### src/rtl/calc_entry_fsm.sv
// Operand-entry and sequencing controller for a 16-bit signed calculator.
// Builds decimal operands from key events and issues operations to the ALU.
module calc_entry_fsm #(
  parameter int unsigned MAX_MAG = 32767
) (
  input  logic        clk,
  input  logic        RST,
  input  logic        read_input,
  input  logic [3:0]  keypad_input,
  input  logic [2:0]  operator_input,
  input  logic        equal_input,
  output logic        key_read,
  output logic [15:0] alu_a,
  output logic [15:0] alu_b,
  output logic [2:0]  alu_op,
  output logic        alu_start,
  input  logic        alu_done,
  input  logic [15:0] alu_result,
  input  logic        alu_ovf,
  output logic [15:0] display_value,
  output logic        error
);

  typedef enum logic [2:0] {StEnterA, StEnterB, StExec, StResult, StError} state_e;

  localparam logic signed [20:0] MaxMag = 21'(MAX_MAG);

  state_e             state_q, state_d;
  logic signed [15:0] acc_q, acc_d, res_q, res_d, a_q, a_d, b_q, b_d;
  logic [2:0]         op_q, op_d, next_op_q, next_op_d;
  logic               b_seen_q, b_seen_d, chain_q, chain_d, armed_q, armed_d;
  logic               key_read_q, alu_start_q, alu_start_d;
  logic [15:0]        disp_q, disp_d;

  logic               accept, done_ok, is_eq, is_neg, is_bin, dig_ok;
  logic signed [20:0] acc_ext, dig_ext, app;
  logic signed [15:0] acc_app;

  assign is_eq   = equal_input;
  assign is_neg  = !equal_input && (operator_input == 3'b001);
  assign is_bin  = !equal_input && (operator_input inside {3'b010, 3'b011, 3'b100});
  assign dig_ok  = !equal_input && (operator_input == 3'b000) && (keypad_input <= 4'd9);
  assign accept  = read_input && armed_q && (state_q != StExec);
  // A done pulse coinciding with the start pulse is too early to be genuine.
  assign done_ok = (state_q == StExec) && alu_done && !alu_start_q;

  assign acc_ext = {{5{acc_q[15]}}, acc_q};
  assign dig_ext = {17'd0, keypad_input};
  assign app     = acc_q[15] ? (acc_ext * 21'sd10 - dig_ext) : (acc_ext * 21'sd10 + dig_ext);
  assign acc_app = ((app > MaxMag) || (app < -MaxMag)) ? acc_q : app[15:0];

  always_ff @(posedge clk) begin
    if (RST) begin
      state_q     <= StEnterA;
      acc_q       <= '0;
      res_q       <= '0;
      a_q         <= '0;
      b_q         <= '0;
      op_q        <= '0;
      next_op_q   <= '0;
      b_seen_q    <= 1'b0;
      chain_q     <= 1'b0;
      armed_q     <= 1'b1;
      key_read_q  <= 1'b0;
      alu_start_q <= 1'b0;
      disp_q      <= '0;
    end else begin
      state_q     <= state_d;
      acc_q       <= acc_d;
      res_q       <= res_d;
      a_q         <= a_d;
      b_q         <= b_d;
      op_q        <= op_d;
      next_op_q   <= next_op_d;
      b_seen_q    <= b_seen_d;
      chain_q     <= chain_d;
      armed_q     <= armed_d;
      key_read_q  <= accept;
      alu_start_q <= alu_start_d;
      disp_q      <= disp_d;
    end
  end

  always_comb begin
    state_d   = state_q;
    acc_d     = acc_q;
    res_d     = res_q;
    a_d       = a_q;
    b_d       = b_q;
    op_d      = op_q;
    next_op_d = next_op_q;
    b_seen_d  = b_seen_q;
    chain_d   = chain_q;
    armed_d   = accept ? 1'b0 : (!read_input ? 1'b1 : armed_q);

    unique case (state_q)
      StEnterA: begin
        if (accept) begin
          if (dig_ok) begin
            acc_d = acc_app;
          end else if (is_neg) begin
            acc_d = -acc_q;
          end else if (is_bin) begin
            a_d      = acc_q;
            op_d     = operator_input;
            acc_d    = '0;
            b_seen_d = 1'b0;
            state_d  = StEnterB;
          end
        end
      end
      StEnterB: begin
        if (accept) begin
          if (dig_ok) begin
            acc_d    = acc_app;
            b_seen_d = 1'b1;
          end else if (is_neg) begin
            acc_d = -acc_q;
          end else if (is_bin && !b_seen_q) begin
            op_d = operator_input;
          end else if (is_bin) begin
            b_d       = acc_q;
            chain_d   = 1'b1;
            next_op_d = operator_input;
            state_d   = StExec;
          end else if (is_eq && b_seen_q) begin
            b_d     = acc_q;
            chain_d = 1'b0;
            state_d = StExec;
          end
        end
      end
      StExec: begin
        if (done_ok) begin
          if (alu_ovf) begin
            state_d = StError;
          end else if (chain_q) begin
            a_d      = alu_result;
            op_d     = next_op_q;
            acc_d    = '0;
            b_seen_d = 1'b0;
            state_d  = StEnterB;
          end else begin
            res_d   = alu_result;
            state_d = StResult;
          end
        end
      end
      StResult: begin
        if (accept) begin
          if (dig_ok) begin
            acc_d   = {12'd0, keypad_input};
            state_d = StEnterA;
          end else if (is_bin) begin
            a_d      = res_q;
            op_d     = operator_input;
            acc_d    = '0;
            b_seen_d = 1'b0;
            state_d  = StEnterB;
          end else if (is_neg) begin
            res_d = -res_q;
            if (res_q == 16'sh8000) state_d = StError;
          end
        end
      end
      StError: begin
        if (accept && is_eq) begin
          acc_d   = '0;
          res_d   = '0;
          op_d    = '0;
          state_d = StEnterA;
        end
      end
      default: state_d = StEnterA;
    endcase

    alu_start_d = (state_d == StExec) && (state_q != StExec);

    unique case (state_d)
      StEnterA, StEnterB: disp_d = acc_d;
      StResult:           disp_d = res_d;
      StError:            disp_d = '0;
      default:            disp_d = disp_q;
    endcase
  end

  always_comb begin
    key_read      = key_read_q;
    alu_start     = alu_start_q;
    alu_a         = a_q;
    alu_b         = b_q;
    alu_op        = op_q;
    display_value = disp_q;
    error         = (state_q == StError);
  end

endmodule

### config.mk
export PLATFORM = sky130hd
export DESIGN_NAME = calc_entry_fsm
export DESIGN_NICKNAME = d
export VERILOG_FILES = /design/src/rtl/calc_entry_fsm.sv
export SDC_FILE = /design/constraint.sdc
export NUM_CORES = 1
export LEC_CHECK = 0
export BUFFER_PORTS_ARGS = -buffer_cell sky130_fd_sc_hd__buf_2
export CELL_PAD_IN_SITES_DETAIL_PLACEMENT = 1
export CELL_PAD_IN_SITES_GLOBAL_PLACEMENT = 1
export CORE_MARGIN = 5
export CORE_UTILIZATION = 41
export CTS_BUF_LIST = sky130_fd_sc_hd__clkbuf_4 sky130_fd_sc_hd__clkbuf_8
export DETAILED_ROUTE_END_ITERATION = 7
export PLACE_DENSITY = 0.78
export SYNTH_ARGS = -nofsm -noshare
export SYNTH_HDL_FRONTEND = slang
export SYNTH_SLANG_ARGS = --single-unit
### constraint.sdc
create_clock -name clk -period 4.45 [get_ports clk]
set_input_delay 0.2225 -clock clk [delete_from_list [all_inputs] [get_ports clk]]
set_output_delay 0.2225 -clock clk [all_outputs]
set_load 0.01 [all_outputs]
==> impl_metrics.prom, run 1 <==
# TYPE chip_impl_metric gauge
chip_impl_metric{name="final_hold_viol_count",unit=""} 0
chip_impl_metric{name="avgRoutedWirePerCell",unit="µm"} 24.6
chip_impl_metric{name="cp_max_fo",unit=""} 7
chip_impl_metric{name="initial_core_util",unit="%"} 41.9
chip_impl_metric{name="synthesis.instances",unit=""} 1082
chip_impl_metric{name="chipWidth",unit="µm"} 149
chip_impl_metric{name="worstMarginPinSlew",unit="ns"} 1.34
chip_impl_metric{name="max_clock_freq",unit="GHz"} 0.205
chip_impl_info{name="synth_ff_type",value="sky130_fd_sc_hd__dfxtp_1"} 1
chip_impl_metric{name="yosysSeqAreaShare",unit="%"} 23.9
chip_impl_metric{name="synth_enable_flop_cells",unit=""} 0
chip_impl_info{name="tritoncts",value="built"} 1
chip_impl_metric{name="stdcell_count",unit=""} 1517
chip_impl_metric{name="p_total",unit="mW"} 2.66
chip_impl_metric{name="antenna_violations_before_repair",unit=""} 0
chip_impl_metric{name="placed_cells_incl_taps",unit=""} 1478
chip_impl_metric{name="slew_violations",unit=""} 0
chip_impl_info{name="hold_path_class",value="primary input to flop"} 1
chip_impl_info{name="clock-root-buffer",value="sky130_fd_sc_hd__clkbuf_8"} 1
chip_impl_metric{name="drive_gt1_share",unit="%"} 30.5
chip_impl_metric{name="power.sequential.fraction",unit="%"} 33.6
chip_impl_info{name="path_cells",value="ha_1, fa_2, buf_6, a21oi_4, o22a_1, nand2_2, o311a_1, a211o_4, nor4b_4, buf_4, o32a_1, nand3b_1, nor4_4, buf_4, a31o_4, buf_6, mux2i_2, a211oi_2, o21a_1"} 1
chip_impl_metric{name="gpl.final_weighted_congestion",unit=""} 0.934
chip_impl_metric{name="clkSlewWorstSetupHoldPaths",unit="ns"} 0.11
chip_impl_metric{name="setup_slack",unit="ns"} -0.429
chip_impl_metric{name="leakagePower",unit="nW"} 4.24
chip_impl_metric{name="first_pass_grt_wire_length",unit="µm"} 51700
chip_impl_metric{name="asyncSetResetFlopFracSynth",unit="%"} 0
chip_impl_info{name="rsz0062_at_grt",value="true"} 1
chip_impl_metric{name="power.switching_fraction",unit="%"} 38.7
chip_impl_metric{name="post_detailed_placement_half_perimeter_wirelength",unit="µm"} 24200
chip_impl_metric{name="maxCapViolations",unit=""} 0
chip_impl_metric{name="synth.ff_latch_count",unit=""} 94
chip_impl_metric{name="internal_power",unit="mW"} 1.63
chip_impl_metric{name="number_of_global_route_vias_before_repair",unit=""} 9368
chip_impl_metric{name="ir_drop",unit="µV"} 151
chip_impl_metric{name="standard_cell_row_count",unit=""} 50
chip_impl_metric{name="track_usage",unit="%"} 29.3
chip_impl_metric{name="layout.nets",unit=""} 1322
chip_impl_metric{name="detail_route.wirelength",unit="µm"} 37300
chip_impl_metric{name="timing.hold.ws",unit="ns"} 0.0591
chip_impl_metric{name="worst-endpoint-arrival",unit="ns"} 5.18
chip_impl_info{name="endpoint_kind",value="flop"} 1
chip_impl_metric{name="yosysWarnings",unit=""} 0
chip_impl_metric{name="clk-insertion-delay-late",unit="ns"} 0.41
chip_impl_metric{name="num_antenna_cells",unit=""} 0
chip_impl_metric{name="relSlewSlack",unit="%"} 10.1
chip_impl_metric{name="setup_viol",unit=""} 32
chip_impl_metric{name="cpPeakStageDelay",unit="ns"} 0.45
chip_impl_metric{name="avgViaCountPerCell",unit=""} 6.52
chip_impl_metric{name="yosysTopAreaCellShare",unit="%"} 23.9
chip_impl_metric{name="grt_start_max_net_pins",unit=""} 68
chip_impl_metric{name="cts.sink_count",unit=""} 94
chip_impl_metric{name="htreeDepth",unit=""} 3
chip_impl_metric{name="period_share",unit="%"} 110
chip_impl_info{name="cp-start-kind",value="flop"} 1
chip_impl_metric{name="worst-path-buf-inv",unit=""} 4
chip_impl_info{name="outcome",value="finished with violations"} 1
chip_impl_info{name="yosysTopAreaCell",value="sky130_fd_sc_hd__dfxtp_1"} 1
chip_impl_metric{name="clockBufferDepth",unit=""} 2
chip_impl_metric{name="synthesis.area",unit="µm²"} 7890
chip_impl_metric{name="post-route-drc-count",unit=""} 0
chip_impl_metric{name="core_area",unit="µm²"} 18800
chip_impl_metric{name="power_switching",unit="mW"} 1.03
chip_impl_metric{name="finalCoreUtilization",unit="%"} 55.5
chip_impl_metric{name="syn-mean-instance-area",unit="µm²"} 7.29
chip_impl_info{name="cpLargestDelayFamily",value="compound AO/OA/AOI/OAI gates"} 1
chip_impl_metric{name="cts-hold-fix-buffers",unit=""} 0
chip_impl_info{name="synth_top_cells_by_area",value="sky130_fd_sc_hd__dfxtp_1, sky130_fd_sc_hd__nor2_1, sky130_fd_sc_hd__a21oi_1, sky130_fd_sc_hd__ha_1, sky130_fd_sc_hd__mux2i_1"} 1
chip_impl_metric{name="pwr_density_cell",unit="nW/µm²"} 255
chip_impl_metric{name="synth_fp_nets",unit=""} 1152
chip_impl_metric{name="drt_first_pass_iters",unit=""} 5
chip_impl_metric{name="fin_area",unit="µm²"} 10500
chip_impl_metric{name="die-area",unit="µm²"} 22100
chip_impl_metric{name="numCtsBuffers",unit=""} 9
chip_impl_metric{name="clock-skew-final",unit="ns"} 0.0143
chip_impl_metric{name="count_of_cell_types_in_the_netlist",unit=""} 88
chip_impl_info{name="violations",value="setup timing"} 1
chip_impl_metric{name="dr.first_iter.drc_count",unit=""} 1286
chip_impl_metric{name="boundaryPins",unit=""} 83
chip_impl_metric{name="synth_to_final_area_change",unit="%"} 32.5
chip_impl_metric{name="power_frac_clock",unit="%"} 24.1
chip_impl_metric{name="dpl_worst_slack",unit="ns"} -0.380
chip_impl_metric{name="min_period",unit="ns"} 4.88
chip_impl_metric{name="overall_die_height",unit="µm"} 149
chip_impl_metric{name="place.port_buffers",unit=""} 82
chip_impl_metric{name="placed_area",unit="µm²"} 9270
chip_impl_metric{name="globalRouteOverflowTotal",unit=""} 0
chip_impl_metric{name="finalSetupTns",unit="ns"} -9.83
chip_impl_metric{name="worstPathRequired",unit="ns"} 4.75
chip_impl_info{name="critical_path_class",value="flop to flop"} 1
chip_impl_metric{name="route.vias.total",unit=""} 9884
chip_impl_metric{name="share_comb_of_total_power",unit="%"} 42.3
chip_impl_info{name="crit_path_top_delay_cell",value="sky130_fd_sc_hd__dfxtp_1"} 1
chip_impl_metric{name="route.antenna.remaining_nets",unit=""} 0
==> layout make-up <==
type	instances	area [µm²]
well taps	260	325
flip-flops and latches	94	1890
clock inverters	6	67.6
multi-input cells	896	6380
inverters	22	82.6
clock buffers	10	138
repair buffers	229	1560
fillers	2339	8380
==> cells in the mapped netlist, drive strengths merged (14+ instances only) <==
cell,instances
clkbuf,56
inv,22
nor2b,23
nor4,17
nor3,35
and2,14
nand2,79
nor2,185
nand3,20
a31oi,21
xnor2,18
mux2i,47
ha,38
dfxtp,94
buf,15
a21oi,99
a211oi,30
o21ai,73
==> registers in the layout, summed over array words and instances, names as in the netlist <==
name           flops
alu_op             3
chain_q            1
acc_q             16
alu_a             16
armed_q            1
b_seen_q           1
next_op_q          3
alu_start          1
res_q             16
state_q            3
key_read           1
display_value     16
alu_b             16
==> cell families (layout without fill, tap and decap cells) <==
group                    count (synthesis)  count (layout)  synth area share, %
AO/OA/AOI/OAI                          340             340                 28.5
XOR/XNOR                                27              28                 3.19
adder cells (fa/ha/maj)                 41              41                 6.79
buffers and inverters                   93             267                 4.93
flip-flops                              94              94                 23.9
multiplexers                            50              50                 6.39
AND/OR/NAND/NOR                        437             437                 26.4
==> power groups by stage <==
stage | Combinational, mW | Clock, mW | Sequential (mW)
detailed placement | 0.826 | 0 | 0.912
global route | 1.17 | 0.679 | 0.897
CTS | 0.912 | 0.635 | 0.894
floorplan | 0.480 | 0 | 0.910
global placement | 0.803 | 0 | 0.911
finish | 1.13 | 0.642 | 0.895
==> cell usage in the layout (no fill, tap or decap), drive strengths merged, types with 7 or more instances in the layout <==
cell    instances
or3            13
or2            10
nand3          20
a311oi          8
o31ai           8
nand4          10
inv            24
nand2          79
xnor2          18
a211oi         30
o21ai          73
mux2i          47
nor4           17
dfxtp          94
xor2           10
a31oi          21
ha             38
a21oi          99
buf           229
and2           14
nor2          185
clkbuf         10
nor3           35
o211ai          9
a21o           11
nor2b          23
nand2b          7
o21a           13
==> final timing paths <==
path | from | to | slack (ns) | cells past startpoint
worst max-delay path | acc_q[2]$_SDFF_PP0_ | display_value[14]$_SDFFE_PP0P_ | -0.43 | 19
worst min-delay path | read_input | armed_q$_SDFFE_PP1P_ | 0.06 | 2
worst min register to register | alu_op[1]$_SDFFE_PP0P_ | alu_op[1]$_SDFFE_PP0P_ | 0.50 | 2
worst max register to register | acc_q[2]$_SDFF_PP0_ | display_value[14]$_SDFFE_PP0P_ | -0.43 | 19
==> repair_timing <==
action                                  in CTS  in global routing
pin swaps                                   49                 45
cloned                                       0                  1
endpoints found under the setup margin      32                 32
resized for setup                           64                 83
setup buffers                               11                 13
==> layer usage <==
layer	global-route usage (%)	vias up	routed length [µm]
met3	5.58	165	3690
met4	7.90	0	1550
met5	0	-	0
met2	47.3	621	17000
met1	40.0	4797	15100
li1	-	4301	-
(Power assumes the default switching activity.)
==> inputs of run 2 (changes only) <==
- RECOVER_POWER: default -> 100
- SKIP_LAST_GASP: default -> 1
==> run 2 against run 1 <==
  * The flow finishes with violations (capacitance limit, slew limit, setup timing)
  * Non-clock buffer count shrank 2
  * First-iteration DRC count grew 4.2%
  * Combinational power about the same
  * Maximum frequency is 0.91% lower
  * Worst hold slack got worse by 0.0019 ns
  * Cell count fell by 0.13%
  * Clock skew hardly changed
==> impl_metrics.prom, run 2 (synthesis gave the netlist of run 1 again) <==
# TYPE chip_impl_metric gauge
chip_impl_metric{name="clockBufferDepth",unit=""} 2
chip_impl_metric{name="p_total",unit="mW"} 2.67
chip_impl_metric{name="setup_viol",unit=""} 32
chip_impl_metric{name="cts.sink_count",unit=""} 94
chip_impl_info{name="endpoint_kind",value="flop"} 1
chip_impl_metric{name="htreeDepth",unit=""} 3
chip_impl_metric{name="globalRouteOverflowTotal",unit=""} 0
chip_impl_info{name="critical_path_class",value="flop to flop"} 1
chip_impl_metric{name="pwr_density_cell",unit="nW/µm²"} 259
chip_impl_metric{name="initial_core_util",unit="%"} 41.9
chip_impl_metric{name="grt_start_max_net_pins",unit=""} 68
chip_impl_metric{name="final_hold_viol_count",unit=""} 0
chip_impl_metric{name="core_area",unit="µm²"} 18800
chip_impl_metric{name="fin_area",unit="µm²"} 10300
chip_impl_metric{name="avgRoutedWirePerCell",unit="µm"} 25.3
chip_impl_metric{name="period_share",unit="%"} 111
chip_impl_metric{name="layout.nets",unit=""} 1320
chip_impl_metric{name="ir_drop",unit="µV"} 144
chip_impl_metric{name="power.sequential.fraction",unit="%"} 33.5
chip_impl_metric{name="chipWidth",unit="µm"} 149
chip_impl_metric{name="share_comb_of_total_power",unit="%"} 42.4
chip_impl_metric{name="cts-hold-fix-buffers",unit=""} 0
chip_impl_info{name="cp-start-kind",value="flop"} 1
chip_impl_metric{name="track_usage",unit="%"} 29.7
chip_impl_metric{name="drive_gt1_share",unit="%"} 25.5
chip_impl_metric{name="slew_violations",unit=""} 33
chip_impl_metric{name="route.vias.total",unit=""} 9928
chip_impl_metric{name="num_antenna_cells",unit=""} 0
chip_impl_metric{name="standard_cell_row_count",unit=""} 50
chip_impl_metric{name="power.switching_fraction",unit="%"} 39.0
chip_impl_metric{name="worstMarginPinSlew",unit="ns"} 1.59
chip_impl_metric{name="worstPathRequired",unit="ns"} 4.70
chip_impl_metric{name="antenna_violations_before_repair",unit=""} 0
chip_impl_metric{name="relSlewSlack",unit="%"} -5.73
chip_impl_metric{name="dr.first_iter.drc_count",unit=""} 1340
chip_impl_metric{name="overall_die_height",unit="µm"} 149
chip_impl_metric{name="clock-skew-final",unit="ns"} 0.0147
chip_impl_metric{name="setup_slack",unit="ns"} -0.473
chip_impl_metric{name="route.antenna.remaining_nets",unit=""} 0
chip_impl_metric{name="fill_cells",unit=""} 2379
chip_impl_metric{name="numCtsBuffers",unit=""} 9
chip_impl_info{name="hold_path_class",value="primary input to flop"} 1
chip_impl_metric{name="cp_max_fo",unit=""} 7
chip_impl_info{name="outcome",value="finished with violations"} 1
chip_impl_metric{name="synth_to_final_area_change",unit="%"} 31.0
chip_impl_metric{name="first_pass_grt_wire_length",unit="µm"} 52300
chip_impl_metric{name="max_clock_freq",unit="GHz"} 0.203
chip_impl_metric{name="post_detailed_placement_half_perimeter_wirelength",unit="µm"} 24200
chip_impl_metric{name="gpl.final_weighted_congestion",unit=""} 0.934
chip_impl_metric{name="min_period",unit="ns"} 4.92
chip_impl_metric{name="post-route-drc-count",unit=""} 0
chip_impl_info{name="mostFrequentLayoutCells",value="sky130_fd_sc_hd__nor2_1, sky130_fd_sc_hd__buf_4, sky130_fd_sc_hd__a21oi_1"} 1
chip_impl_metric{name="maxCapViolations",unit=""} 2
chip_impl_metric{name="clkSlewWorstSetupHoldPaths",unit="ns"} 0.11
chip_impl_metric{name="boundaryPins",unit=""} 83
chip_impl_metric{name="power_frac_clock",unit="%"} 24.1
chip_impl_metric{name="worst-endpoint-arrival",unit="ns"} 5.18
chip_impl_metric{name="number_of_global_route_vias_before_repair",unit=""} 9390
chip_impl_metric{name="die-area",unit="µm²"} 22100
chip_impl_info{name="layout_commonest_cell",value="sky130_fd_sc_hd__nor2_1"} 1
chip_impl_metric{name="placed_area",unit="µm²"} 9270
chip_impl_info{name="violations",value="capacitance limit, slew limit, setup timing"} 1
chip_impl_metric{name="internal_power",unit="mW"} 1.63
chip_impl_info{name="clock-root-buffer",value="sky130_fd_sc_hd__clkbuf_8"} 1
chip_impl_metric{name="leakagePower",unit="nW"} 3.98
chip_impl_info{name="rsz0062_at_grt",value="true"} 1
chip_impl_metric{name="detail_route.wirelength",unit="µm"} 38300
chip_impl_metric{name="avgViaCountPerCell",unit=""} 6.55
chip_impl_metric{name="place.port_buffers",unit=""} 82
chip_impl_metric{name="clk-insertion-delay-late",unit="ns"} 0.40
chip_impl_metric{name="power_switching",unit="mW"} 1.04
chip_impl_info{name="tritoncts",value="built"} 1
chip_impl_metric{name="drt_first_pass_iters",unit=""} 6
==> run 2: cell count changes in the layout (fill, tap and decap cells not counted), sizes merged <==
cell    before  now
clkbuf      10   68
buf        229  169
==> run 2: cell type report <==
type	instances	area (µm²)	area share (%)
well taps	260	325	3.15
clock inverters	6	67.6	0.654
multi-input cells	896	6350	61.5
clock buffers	10	138	1.33
repair buffers	227	1460	14.2
inverters	22	82.6	0.800
flip-flops and latches	94	1900	18.4
==> run 2: worst paths after layout <==
| kind | from | cells after the start | endpoint | slack, ns |
|---|---|---|---|---|
| setup / recovery | acc_q[2]$_SDFF_PP0_ | 18 | display_value[4]$_SDFFE_PP0P_ | -0.47 |
| hold / removal | read_input | 2 | armed_q$_SDFFE_PP1P_ | 0.06 |
| setup reg to reg | acc_q[2]$_SDFF_PP0_ | 18 | display_value[4]$_SDFFE_PP0P_ | -0.47 |
| hold reg to reg | alu_op[1]$_SDFFE_PP0P_ | 2 | alu_op[1]$_SDFFE_PP0P_ | 0.50 |
==> run 2: metal layers <==
metal | GRT usage, % | vias up | wire (µm)
met5 | 0 | - | 0
met4 | 10.9 | 0 | 2180
met3 | 4.91 | 181 | 3420
met2 | 47.1 | 633 | 17200
met1 | 40.8 | 4816 | 15500
li1 | - | 4298 | -
==> run 2: worst max-delay path: stages, from the launching register on <==
cell	delay (ns)
sky130_fd_sc_hd__dfxtp_1	0.37
sky130_fd_sc_hd__ha_1	0.37
sky130_fd_sc_hd__ha_1	0.37
sky130_fd_sc_hd__a211oi_2	0.33
sky130_fd_sc_hd__o21ai_2	0.16
sky130_fd_sc_hd__a32oi_2	0.29
sky130_fd_sc_hd__nand4_1	0.19
sky130_fd_sc_hd__or3_4	0.40
sky130_fd_sc_hd__buf_4	0.17
sky130_fd_sc_hd__nor2_1	0.35
sky130_fd_sc_hd__a31oi_2	0.25
sky130_fd_sc_hd__o221ai_4	0.31
sky130_fd_sc_hd__nor4_4	0.09
sky130_fd_sc_hd__buf_4	0.16
sky130_fd_sc_hd__a31o_4	0.26
sky130_fd_sc_hd__buf_6	0.14
sky130_fd_sc_hd__mux2_4	0.31
sky130_fd_sc_hd__o21ai_2	0.14
sky130_fd_sc_hd__o311ai_1	0.12
==> run 2: stage by stage <==
step           worst slack [ns]  hold slack, ns  std cells  utilization [%]  TNS (ns)
3_5_place_dp             -0.380           0.459       1478             49.2     -6.76
5_1_grt                  -0.614          0.0435       1515             54.9    -14.49
3_3_place_gp             -0.159           0.440       1478             49.2     -2.25
2_1_floorplan            0.0808           0.309       1082                -         0
6_report                 -0.473          0.0572       1515             54.9    -10.49
4_1_cts                  -0.188          0.0496       1505             52.3     -2.90
==> run 2: timing repair <==
| action | CTS | global route |
|---|---|---|
| pin swaps | 49 | 39 |
| hold endpoints to repair | 0 | 0 |
| cloned | 0 | 1 |
| resized for setup | 63 | 89 |
| buffers inserted | 11 | 11 |
| endpoints found under the setup margin | 32 | 32 |
==> run 2: power by group through the flow <==
| stage | clock (mW) | sequential [mW] | combinational (mW) |
|---|---|---|---|
| finish | 0.643 | 0.895 | 1.13 |
| detailed placement | 0 | 0.912 | 0.826 |
| floorplan | 0 | 0.910 | 0.480 |
| global placement | 0 | 0.911 | 0.803 |
| global route | 0.680 | 0.897 | 1.17 |
| CTS | 0.635 | 0.894 | 0.911 |
==> inputs of run 3 (changes only) <==
- REMOVE_ABC_BUFFERS: default -> 1
==> run 3 against run 2 <==
  * The run still ends with capacitance limit, slew limit, setup timing left
  * Largest power group unchanged
  * Critical path type unchanged
  * Power shrank 2.0%
  * Flip-flop and latch count is the same
  * Clock skew increased by 0.0033 ns
  * First-iteration DRC count shrank 43%
  * Final area hardly changed
  * Worst hold slack worse by 0.029 ns
  * Maximum frequency grew 5.5%
  * Global-route usage down 0.46 points
  * Sequential power about the same
==> impl_metrics.prom, run 3 (synthesis gave the netlist of run 1 again) <==
# TYPE chip_impl_metric gauge
chip_impl_metric{name="worstPathRequired",unit="ns"} 4.69
chip_impl_info{name="clock-root-buffer",value="sky130_fd_sc_hd__clkbuf_8"} 1
chip_impl_metric{name="finalSetupTns",unit="ns"} -3.65
chip_impl_info{name="violations",value="capacitance limit, slew limit, setup timing"} 1
chip_impl_metric{name="placed_cells_incl_taps",unit=""} 1479
chip_impl_metric{name="detail_route.wirelength",unit="µm"} 35300
chip_impl_metric{name="relSlewSlack",unit="%"} -3.18
chip_impl_metric{name="post_detailed_placement_half_perimeter_wirelength",unit="µm"} 24400
chip_impl_metric{name="stdcell_count",unit=""} 1523
chip_impl_metric{name="clkSlewWorstSetupHoldPaths",unit="ns"} 0.12
chip_impl_metric{name="cts-hold-fix-buffers",unit=""} 0
chip_impl_info{name="hp-start",value="read_input"} 1
chip_impl_metric{name="layout.nets",unit=""} 1328
chip_impl_metric{name="chipWidth",unit="µm"} 149
chip_impl_metric{name="placed_area",unit="µm²"} 9290
chip_impl_metric{name="cts.sink_count",unit=""} 94
chip_impl_metric{name="synth_to_final_area_change",unit="%"} 30.9
chip_impl_metric{name="setup_viol",unit=""} 28
chip_impl_metric{name="whs_path_depth",unit=""} 2
chip_impl_metric{name="initial_core_util",unit="%"} 41.9
chip_impl_metric{name="grt_start_max_net_pins",unit=""} 73
chip_impl_metric{name="post-route-drc-count",unit=""} 0
chip_impl_metric{name="maxCapViolations",unit=""} 1
chip_impl_metric{name="antenna_violations_before_repair",unit=""} 0
chip_impl_info{name="worst_hold_path.endpoint",value="armed_q$_SDFFE_PP1P_"} 1
chip_impl_metric{name="globalRouteOverflowTotal",unit=""} 0
chip_impl_info{name="endpoint_kind",value="flop"} 1
chip_impl_metric{name="clock-skew-final",unit="ns"} 0.0180
chip_impl_info{name="layout_commonest_cell",value="sky130_fd_sc_hd__nor2_1"} 1
chip_impl_metric{name="worstMarginPinSlew",unit="ns"} 1.55
chip_impl_metric{name="pwr_density_cell",unit="nW/µm²"} 254
chip_impl_metric{name="numCtsBuffers",unit=""} 9
chip_impl_metric{name="worst-endpoint-arrival",unit="ns"} 4.91
chip_impl_info{name="rsz0062_at_grt",value="true"} 1
chip_impl_metric{name="drive_gt1_share",unit="%"} 24.5
chip_impl_metric{name="htreeDepth",unit=""} 3
chip_impl_metric{name="setup_slack_on_the_worst_flop_to_flop_path",unit="ns"} -0.21
chip_impl_metric{name="num_antenna_cells",unit=""} 0
chip_impl_metric{name="core_area",unit="µm²"} 18800
chip_impl_metric{name="finalCoreUtilization",unit="%"} 54.8
chip_impl_metric{name="boundaryPins",unit=""} 83
chip_impl_metric{name="drt_first_pass_iters",unit=""} 5
chip_impl_metric{name="period_share",unit="%"} 105
chip_impl_info{name="r2r-end",value="display_value[4]$_SDFFE_PP0P_"} 1
chip_impl_info{name="hold_path_class",value="primary input to flop"} 1
chip_impl_metric{name="leakagePower",unit="nW"} 3.98
chip_impl_metric{name="ir_drop",unit="µV"} 151
chip_impl_metric{name="route.vias.total",unit=""} 9589
chip_impl_metric{name="number_of_global_route_vias_before_repair",unit=""} 9534
chip_impl_metric{name="clk-insertion-delay-late",unit="ns"} 0.41
chip_impl_metric{name="die-area",unit="µm²"} 22100
chip_impl_info{name="tritoncts",value="built"} 1
chip_impl_metric{name="gpl.final_weighted_congestion",unit=""} 0.931
chip_impl_metric{name="avgViaCountPerCell",unit=""} 6.30
chip_impl_metric{name="r2r.worst_path.cells",unit=""} 19
chip_impl_metric{name="route.antenna.remaining_nets",unit=""} 0
chip_impl_metric{name="first_pass_grt_wire_length",unit="µm"} 51900
chip_impl_metric{name="overall_die_height",unit="µm"} 149
chip_impl_metric{name="setup_slack",unit="ns"} -0.215
chip_impl_metric{name="place.port_buffers",unit=""} 82
chip_impl_info{name="crit-reg2reg-launch",value="acc_q[1]$_SDFF_PP0_"} 1
chip_impl_metric{name="clockBufferDepth",unit=""} 2
chip_impl_metric{name="min_period",unit="ns"} 4.66
chip_impl_info{name="outcome",value="finished with violations"} 1
chip_impl_metric{name="fin_area",unit="µm²"} 10300
chip_impl_metric{name="max_clock_freq",unit="GHz"} 0.214
chip_impl_metric{name="fill_cells",unit=""} 2379
chip_impl_metric{name="final_hold_viol_count",unit=""} 0
chip_impl_metric{name="cp_max_fo",unit=""} 5
chip_impl_metric{name="slew_violations",unit=""} 18
chip_impl_metric{name="avgRoutedWirePerCell",unit="µm"} 23.2
chip_impl_info{name="cp-start-kind",value="flop"} 1
chip_impl_info{name="mostFrequentLayoutCells",value="sky130_fd_sc_hd__nor2_1, sky130_fd_sc_hd__buf_4, sky130_fd_sc_hd__a21oi_1"} 1
chip_impl_metric{name="dr.first_iter.drc_count",unit=""} 770
chip_impl_metric{name="p_total",unit="mW"} 2.62
chip_impl_info{name="critical_path_class",value="flop to flop"} 1
chip_impl_metric{name="track_usage",unit="%"} 29.3
chip_impl_metric{name="standard_cell_row_count",unit=""} 50
[run 3: critical path, cell delays in order, from the launching register on]
cell	delay (ns)
sky130_fd_sc_hd__dfxtp_2	0.36
sky130_fd_sc_hd__ha_4	0.25
sky130_fd_sc_hd__ha_4	0.17
sky130_fd_sc_hd__fa_2	0.42
sky130_fd_sc_hd__a21oi_4	0.18
sky130_fd_sc_hd__o22a_1	0.21
sky130_fd_sc_hd__nand2_2	0.08
sky130_fd_sc_hd__o311a_1	0.35
sky130_fd_sc_hd__a211o_4	0.36
sky130_fd_sc_hd__nor4b_2	0.31
sky130_fd_sc_hd__buf_4	0.18
sky130_fd_sc_hd__o32a_1	0.15
sky130_fd_sc_hd__nand3b_1	0.14
sky130_fd_sc_hd__nor4_4	0.23
sky130_fd_sc_hd__buf_4	0.19
sky130_fd_sc_hd__a31oi_4	0.06
sky130_fd_sc_hd__clkbuf_16	0.19
sky130_fd_sc_hd__or4_1	0.41
sky130_fd_sc_hd__o211ai_1	0.13
sky130_fd_sc_hd__o311ai_1	0.14
[run 3: repair_timing]
action                     4_1_cts  5_1_grt
pin swaps                       16       41
resized for setup               61       75
cloned                           1        1
buffers inserted                17        9
setup endpoints to repair       31       32
[run 3: how the worst max path moves through the flow]
| stage | start | endpoint | slack (ns) | cells past startpoint |
|---|---|---|---|---|
| floorplan | acc_q[1]$_SDFF_PP0_ | display_value[12]$_SDFFE_PP0P_ | -0.34 | 16 |
| global placement | acc_q[1]$_SDFF_PP0_ | acc_q[1]$_SDFF_PP0_ | -0.18 | 19 |
| detailed placement | acc_q[1]$_SDFF_PP0_ | acc_q[1]$_SDFF_PP0_ | -0.35 | 19 |
| CTS | acc_q[1]$_SDFF_PP0_ | display_value[12]$_SDFFE_PP0P_ | -0.08 | 18 |
| global route | acc_q[1]$_SDFF_PP0_ | display_value[4]$_SDFFE_PP0P_ | -0.36 | 20 |
| finish | acc_q[1]$_SDFF_PP0_ | display_value[4]$_SDFFE_PP0P_ | -0.21 | 19 |
[run 3: per-layer routing]
metal | up-vias | GRT usage [%] | wire [µm]
met5 | - | 0 | 0
met4 | 0 | 11.1 | 1380
met3 | 103 | 3.02 | 2220
met2 | 445 | 50.5 | 16900
met1 | 4713 | 37.7 | 14800
li1 | 4328 | - | -
[run 3: area by class of cell]
class                   instances  area, µm²  share of cell area [%]
clock buffers                   9        124                    1.20
clock inverters                 7       72.6                   0.703
inverters                      22       82.6                   0.800
multi-input cells             896       6280                    60.9
flip-flops and latches         94       1900                    18.4
well taps                     260        325                    3.15
repair buffers                235       1540                    14.9
[run 3: per-stage QoR]
stage	hold slack [ns]	worst slack [ns]
5_1_grt	0.0396	-0.357
2_1_floorplan	0.290	-0.336
3_5_place_dp	0.444	-0.353
6_report	0.0279	-0.215
3_3_place_gp	0.436	-0.177
4_1_cts	0.0192	-0.0756
[run 3: power breakdown]
group	internal [mW]	leakage (nW)	switching, mW
clock	0.261	0.0956	0.372
combinational	0.482	3.11	0.606
sequential	0.867	0.767	0.0303
total	1.61	3.98	1.01
